<file path="src/rtl/div_iter_unit_pkg.sv">
// Shared definitions for the iterative divider: FSM state encoding and the
// MIPS funct codes the decoder uses to pick DIV versus DIVU.
package div_iter_unit_pkg;

  typedef enum logic [1:0] {
    ST_IDLE = 2'd0,
    ST_CALC = 2'd1,
    ST_FIX  = 2'd2
  } state_t;

  localparam logic [5:0] FUNCT_DIV  = 6'h1a;
  localparam logic [5:0] FUNCT_DIVU = 6'h1b;

  // Decoder helper: DIV is the two's-complement flavour, DIVU the unsigned one.
  function automatic logic funct_is_signed(input logic [5:0] funct);
    return (funct == FUNCT_DIV);
  endfunction

endpackage

</file>
<file path="src/rtl/div_iter_unit_sub_step.sv">
// One restoring-division step: shift the next dividend bit into the partial
// remainder, trial-subtract the divisor magnitude (A + ~B + 1 through 4-bit
// CLA slices), and keep the difference only when it does not go negative.
module div_sub_step #(
  parameter int WIDTH = 32
) (
  input  logic [WIDTH-1:0] rem_in,
  input  logic             q_msb,
  input  logic [WIDTH-1:0] divisor,
  output logic [WIDTH-1:0] rem_out,
  output logic             q_bit
);

  localparam int NSLICE = WIDTH / 4;

  logic [WIDTH:0]   shifted;
  logic [WIDTH-1:0] b_inv;
  logic [WIDTH-1:0] diff;
  logic [NSLICE:0]  carry;
  logic             diff_top;

  assign shifted  = {rem_in, q_msb};
  assign b_inv    = ~divisor;
  assign carry[0] = 1'b1;

  genvar gi;
  generate
    for (gi = 0; gi < NSLICE; gi++) begin : g_cla
      logic [3:0] a4, b4, g, p;
      logic [4:0] c;
      assign a4   = shifted[4*gi +: 4];
      assign b4   = b_inv[4*gi +: 4];
      assign g    = a4 & b4;
      assign p    = a4 ^ b4;
      assign c[0] = carry[gi];
      assign c[1] = g[0] | (p[0] & c[0]);
      assign c[2] = g[1] | (p[1] & g[0]) | (p[1] & p[0] & c[0]);
      assign c[3] = g[2] | (p[2] & g[1]) | (p[2] & p[1] & g[0])
                  | (p[2] & p[1] & p[0] & c[0]);
      assign c[4] = g[3] | (p[3] & g[2]) | (p[3] & p[2] & g[1])
                  | (p[3] & p[2] & p[1] & g[0])
                  | (p[3] & p[2] & p[1] & p[0] & c[0]);
      assign diff[4*gi +: 4] = p ^ c[3:0];
      assign carry[gi+1]     = c[4];
    end
  endgenerate

  // Extra top bit: the zero-extended divisor inverts to 1 there.
  assign diff_top = shifted[WIDTH] ^ 1'b1 ^ carry[NSLICE];

  // Non-negative trial result means the divisor fits: take it and emit a 1.
  assign q_bit   = ~diff_top;
  assign rem_out = q_bit ? diff : shifted[WIDTH-1:0];

endmodule

</file>
<file path="src/rtl/div_iter_unit.sv">
// Multi-cycle restoring divider for DIV/DIVU. One quotient bit per cycle in
// CALC, sign fix-up and result registration in FIX. LO = quotient, HI = remainder.
module div_iter_unit
  import div_iter_unit_pkg::*;
#(
  parameter int WIDTH = 32,
  parameter int CNT_W = 6
) (
  input  logic             clk,
  input  logic             rst_n,
  input  logic             start,
  input  logic             is_signed,
  input  logic             cancel,
  input  logic [WIDTH-1:0] dividend,
  input  logic [WIDTH-1:0] divisor,
  output logic             busy,
  output logic             done,
  output logic             div_zero,
  output logic [WIDTH-1:0] quotient,
  output logic [WIDTH-1:0] remainder
);

  localparam logic [CNT_W-1:0] CNT_INIT = CNT_W'(WIDTH);
  localparam logic [CNT_W-1:0] CNT_ONE  = CNT_W'(1);

  state_t state_reg, state_next;

  logic [CNT_W-1:0] cnt_reg;
  logic [WIDTH-1:0] rem_reg;
  logic [WIDTH-1:0] q_reg;
  logic [WIDTH-1:0] dvsr_mag_reg;
  logic [WIDTH-1:0] dvnd_reg;
  logic             signed_reg;
  logic             dvnd_neg_reg;
  logic             dvsr_neg_reg;
  logic             zero_reg;

  logic [WIDTH-1:0] quotient_reg;
  logic [WIDTH-1:0] remainder_reg;
  logic             div_zero_reg;
  logic             done_reg;

  logic             accept;
  logic [WIDTH-1:0] dvnd_mag;
  logic [WIDTH-1:0] dvsr_mag;
  logic [WIDTH-1:0] step_rem;
  logic             step_q;
  logic [WIDTH-1:0] q_fix;
  logic [WIDTH-1:0] r_fix;

  // A start is only taken from IDLE, and a simultaneous cancel drops it.
  assign accept   = (state_reg == ST_IDLE) && start && !cancel;
  assign dvnd_mag = (is_signed && dividend[WIDTH-1]) ? -dividend : dividend;
  assign dvsr_mag = (is_signed && divisor[WIDTH-1])  ? -divisor  : divisor;

  div_sub_step #(.WIDTH(WIDTH)) u_step (
    .rem_in  (rem_reg),
    .q_msb   (q_reg[WIDTH-1]),
    .divisor (dvsr_mag_reg),
    .rem_out (step_rem),
    .q_bit   (step_q)
  );

  // Sign fix-up of the magnitude results; divide-by-zero overrides them.
  always_comb begin
    q_fix = q_reg;
    r_fix = rem_reg;
    if (signed_reg) begin
      if (dvnd_neg_reg ^ dvsr_neg_reg) q_fix = -q_reg;
      if (dvnd_neg_reg)                r_fix = -rem_reg;
    end
    if (zero_reg) begin
      q_fix = '1;
      r_fix = dvnd_reg;
    end
  end

  // State register.
  always_ff @(posedge clk) begin
    if (!rst_n) state_reg <= ST_IDLE;
    else        state_reg <= state_next;
  end

  // Next-state logic: IDLE -> CALC (WIDTH cycles) -> FIX -> IDLE, cancel aborts.
  always_comb begin
    state_next = state_reg;
    case (state_reg)
      ST_IDLE: if (accept) state_next = ST_CALC;
      ST_CALC: begin
        if (cancel)                state_next = ST_IDLE;
        else if (cnt_reg == CNT_ONE) state_next = ST_FIX;
      end
      ST_FIX:  state_next = ST_IDLE;
      default: state_next = ST_IDLE;
    endcase
  end

  // Datapath: operand capture, one shift/subtract per CALC cycle, result registration.
  always_ff @(posedge clk) begin
    if (!rst_n) begin
      cnt_reg       <= '0;
      rem_reg       <= '0;
      q_reg         <= '0;
      dvsr_mag_reg  <= '0;
      dvnd_reg      <= '0;
      signed_reg    <= 1'b0;
      dvnd_neg_reg  <= 1'b0;
      dvsr_neg_reg  <= 1'b0;
      zero_reg      <= 1'b0;
      quotient_reg  <= '0;
      remainder_reg <= '0;
      div_zero_reg  <= 1'b0;
      done_reg      <= 1'b0;
    end else begin
      done_reg <= 1'b0;
      case (state_reg)
        ST_IDLE: begin
          if (accept) begin
            q_reg        <= dvnd_mag;
            rem_reg      <= '0;
            dvsr_mag_reg <= dvsr_mag;
            dvnd_reg     <= dividend;
            signed_reg   <= is_signed;
            dvnd_neg_reg <= dividend[WIDTH-1];
            dvsr_neg_reg <= divisor[WIDTH-1];
            zero_reg     <= (divisor == '0);
            cnt_reg      <= CNT_INIT;
          end
        end
        ST_CALC: begin
          if (cancel) begin
            cnt_reg <= '0;
          end else begin
            rem_reg <= step_rem;
            q_reg   <= {q_reg[WIDTH-2:0], step_q};
            cnt_reg <= cnt_reg - CNT_ONE;
          end
        end
        ST_FIX: begin
          if (!cancel) begin
            quotient_reg  <= q_fix;
            remainder_reg <= r_fix;
            div_zero_reg  <= zero_reg;
            done_reg      <= 1'b1;
          end
        end
        default: ;
      endcase
    end
  end

  assign busy      = (state_reg != ST_IDLE);
  assign done      = done_reg;
  assign div_zero  = div_zero_reg;
  assign quotient  = quotient_reg;
  assign remainder = remainder_reg;

endmodule

</file>
<file path="config.mk">
export PLATFORM = sky130hd
export DESIGN_NAME = div_iter_unit
export DESIGN_NICKNAME = d
export VERILOG_FILES = /design/src/rtl/div_iter_unit_pkg.sv /design/src/rtl/div_iter_unit_sub_step.sv /design/src/rtl/div_iter_unit.sv
export SDC_FILE = /design/constraint.sdc
export NUM_CORES = 1
export LEC_CHECK = 0
export CORE_ASPECT_RATIO = 0.9
export CORE_UTILIZATION = 35
export CTS_CLUSTER_SIZE = 10
export DETAILED_ROUTE_END_ITERATION = 6
export GPL_TIMING_DRIVEN = 0
export PLACE_DENSITY_LB_ADDON = 0.08
export SLEW_MARGIN = 25
export SYNTH_ARGS = -nofsm -noshare
export SYNTH_HDL_FRONTEND = slang
export SYNTH_SLANG_ARGS = --single-unit
</file>
<file path="constraint.sdc">
create_clock -name clk -period 3.88 [get_ports clk]
set_input_delay 0.388 -clock clk [delete_from_list [all_inputs] [get_ports clk]]
set_output_delay 0.388 -clock clk [all_outputs]
set_load 0.03 [all_outputs]
</file>
==> run_results.csv <==
group,metric,value,unit
power_and_ir_drop,ir_worst_vdd,246,uV
logic_synthesis,mappedNetlistArea,12200,um2
global_routing,grt_usage,23.8,%
power_and_ir_drop,power_density,348,nW/um2
setup_path,path_cells,"ha_1 -> o21ai_0 -> o2bb2ai_1 -> a2bb2oi_1 -> a31oi_1 -> a31oi_1 -> o21ai_0 -> a21oi_1 -> fa_1 -> mux2i_1 -> a22o_1",
sta,worst_pin_slew,1050,ps
floorplanning,num_rows,64,
logic_synthesis,synth_fp_nets,1677,
setup_path,path_max_fanout,4,
sta,fmax,286,MHz
route,routed_via_density,5.38,
sta,final_hold_viol_count,0,
cts,clkTransAtPathRegs,60,ps
cts,numCtsBuffers,25,
route,via_count,11800,
route,avgRoutedWirePerCell,19.2,um
sta,finalCritPeriodShare,90.3,%
floorplanning,pin_count,136,
setup_path,critPathKind,"flip-flop to flip-flop",
logic_synthesis,synth_edf_count,0,
route,ant_nets,0,
sta,rsz0062_at_grt,"no",
layout,nNetsFinal,1841,
logic_synthesis,synthArstFlopShare,0,%
sta,setup_viol,0,
layout,area_growth,21.5,%
cts,cts_hold_buf,0,
sta,min_period,3500,ps
setup_path,cpMaxStageDelayCell,"dfxtp_1",
logic_synthesis,netlist_instances,1562,
cts,cts.htree.levels,1,
global_routing,grt_pass1_wl,66200,um
logic_synthesis,synth_seq_cells,205,
placed_design,port_buffers,135,
placed_design,placed_area,14200,um2
setup_path,worstSetupStartpointType,"flip-flop",
route,drc,0,
floorplanning,start_util,35.8,%
global_routing,antenna_found_initial,0,
cts,insertion_delay,540,ps
floorplanning,core,34200,um2
placed_design,place.gp.congestion,0.892,
route,drtPass1Iterations,5,
floorplanning,die_area,35700,um2
layout,post-route-util,43.5,%
setup_path,max_stage_delay,490,ps
floorplanning,die_w,199,um
floorplanning,die_y,179,um
global_routing,grt_max_degree,12,
flow_run,drv_cap,0,
layout,fillerInstances,3556,
global_routing,grt_pass1_vias,11300,
logic_synthesis,ys.flop_type,"dfxtp_1",
hold_path,min_path_type,"flip-flop to flip-flop",
cts,clock-sinks,205,
cts,cts-root-buf,"clkbuf_16",
global_routing,overflow,0,
logic_synthesis,yosysWarningCount,0,
power_and_ir_drop,leakagePower,5.47,nW
cts,clockBufferDepth,3,
status,status,"complete, no violations",
route,first_iter_violations,649,
logic_synthesis,ys_types,62,
placed_design,dp_hpwl,32800,um
setup_path,cp-end-kind,"flip-flop",
sta,fin_tns_setup,0,ps
sta,slew_viol_final,0,
setup_path,critPathRequiredTime,4360,ps
layout,post-route-cell-area,14900,um2
logic_synthesis,synth.yosys.seq_area_share,33.5,%
route,routed_wl,42100,um
sta,slew_headroom,29.5,%
cts,cts_tree,"built",
setup_path,worstPathArrival,3990,ps
sta,skew,11.4,ps
layout,n_antenna_cell,0,
layout,layout-drive-gt1-share,2.83,%
logic_synthesis,synth_area_per_cell,7.84,um2
-- layout by cell type (no fill, tap or decap), types with 13 or more instances in the layout --
master	n
o211ai_1	14
o31ai_1	22
nor3_1	33
or3_1	13
nor2b_1	34
a211oi_1	27
nand3_1	23
and2_1	15
clkbuf_16	25
clkbuf_1	91
nor2_1	89
mux2i_1	28
nand2_1	237
dfxtp_1	205
xnor2_1	71
xor2_1	60
clkdlybuf4s50_1	135
a21boi_0	66
ha_1	39
o21ai_0	131
o211a_1	26
inv_1	63
a21oi_1	132
-- synth_stat cells, drive strengths merged, types with 7 or more instances --
master	count	area share [%]
ha	39	4.0
o31ai	22	1.3
mux2i	28	2.3
nor4	13	0.72
o211ai	14	0.86
nand3	23	0.94
nor2	89	2.7
dfxtp	205	34
fa	7	1.1
nand2	237	7.3
or4	14	0.92
a211oi	27	1.7
a31oi	12	0.61
and2	15	0.77
nor3	33	1.3
buf	9	0.39
xnor2	71	5.1
inv	63	1.9
nor2b	34	1.7
a21boi	67	4.1
a22o	7	0.50
xor2	60	4.3
a21oi	132	5.4
or3	14	0.76
o21ai	132	5.4
nand2b	10	0.51
clkbuf	86	2.6
o41ai	12	1.0
o211a	26	2.1
-- area by class of cell --
| class | instances | area [um2] | area share (%) |
|---|---|---|---|
| Buffer | 95 | 370 | 2.49 |
| Clock buffer | 32 | 672 | 4.52 |
| Multi-Input combinational cell | 1198 | 7520 | 50.6 |
| Sequential cell | 205 | 4100 | 27.6 |
| Timing Repair Buffer | 137 | 1370 | 9.19 |
| Tap cell | 462 | 578 | 3.89 |
| Clock inverter | 2 | 10.0 | 0.0673 |
| Inverter | 64 | 240 | 1.62 |
-- worst paths after layout --
kind                  from             to  slack (ps)  depth (start not counted)
max reg2reg      q_reg[31]    rem_reg[24]         380                         11
max              q_reg[31]    rem_reg[24]         380                         11
min          remainder[19]  remainder[19]         460                          2
min reg2reg  remainder[19]  remainder[19]         460                          2
-- metrics by stage --
step | cells | hold WS, ps | power [mW] | worst slack (ps)
3_5_place_dp | 2159 | 456 | 3.10 | 126
2_1_floorplan | 1562 | 440 | 2.79 | 982
6_report | 2195 | 457 | 5.17 | 378
5_1_grt | 2195 | 475 | 5.39 | 196
4_1_cts | 2193 | 464 | 5.21 | 95.4
3_3_place_gp | 2159 | 451 | 3.09 | 118
-- layer usage --
metal  GRT usage, %  part of all wire, %
met5              0                    0
met4           4.49                  1.7
met3           3.08                  5.3
met2           34.5                   41
met1           37.0                   52
-- repair_timing --
action / 4_1_cts / 5_1_grt
gates resized for setup: 0 / 0
setup endpoints to repair: 0 / 22
buffers inserted: 0 / 2
-- report_power, final --
group | switching [mW] | internal, mW | leakage [nW]
Combinational | 0.483 | 0.328 | 3.47
Sequential | 0.0780 | 2.18 | 1.67
Clock | 0.910 | 1.19 | 0.336
Total | 1.47 | 3.69 | 5.47
-- critical path: cells and delay by family, from the launching register on --
family | cells | cell delay [ps]
multiplexers | 1 | 140
AO/OA/AOI/OAI | 8 | 2090
flip-flops | 1 | 490
adder cells (fa/ha/maj) | 2 | 730
-- kinds of logic (layout without fill, tap and decap cells) --
group	after synthesis	in the layout	synth area share [%]
simple gates	509	509	19.4
xor+xnor	131	131	9.37
buf+inv	159	330	4.99
fa+ha+maj	46	46	5.13
compound gates	484	484	25.3
mux	28	28	2.29
flops	205	205	33.5
Power figures use the tool's default switching activity.
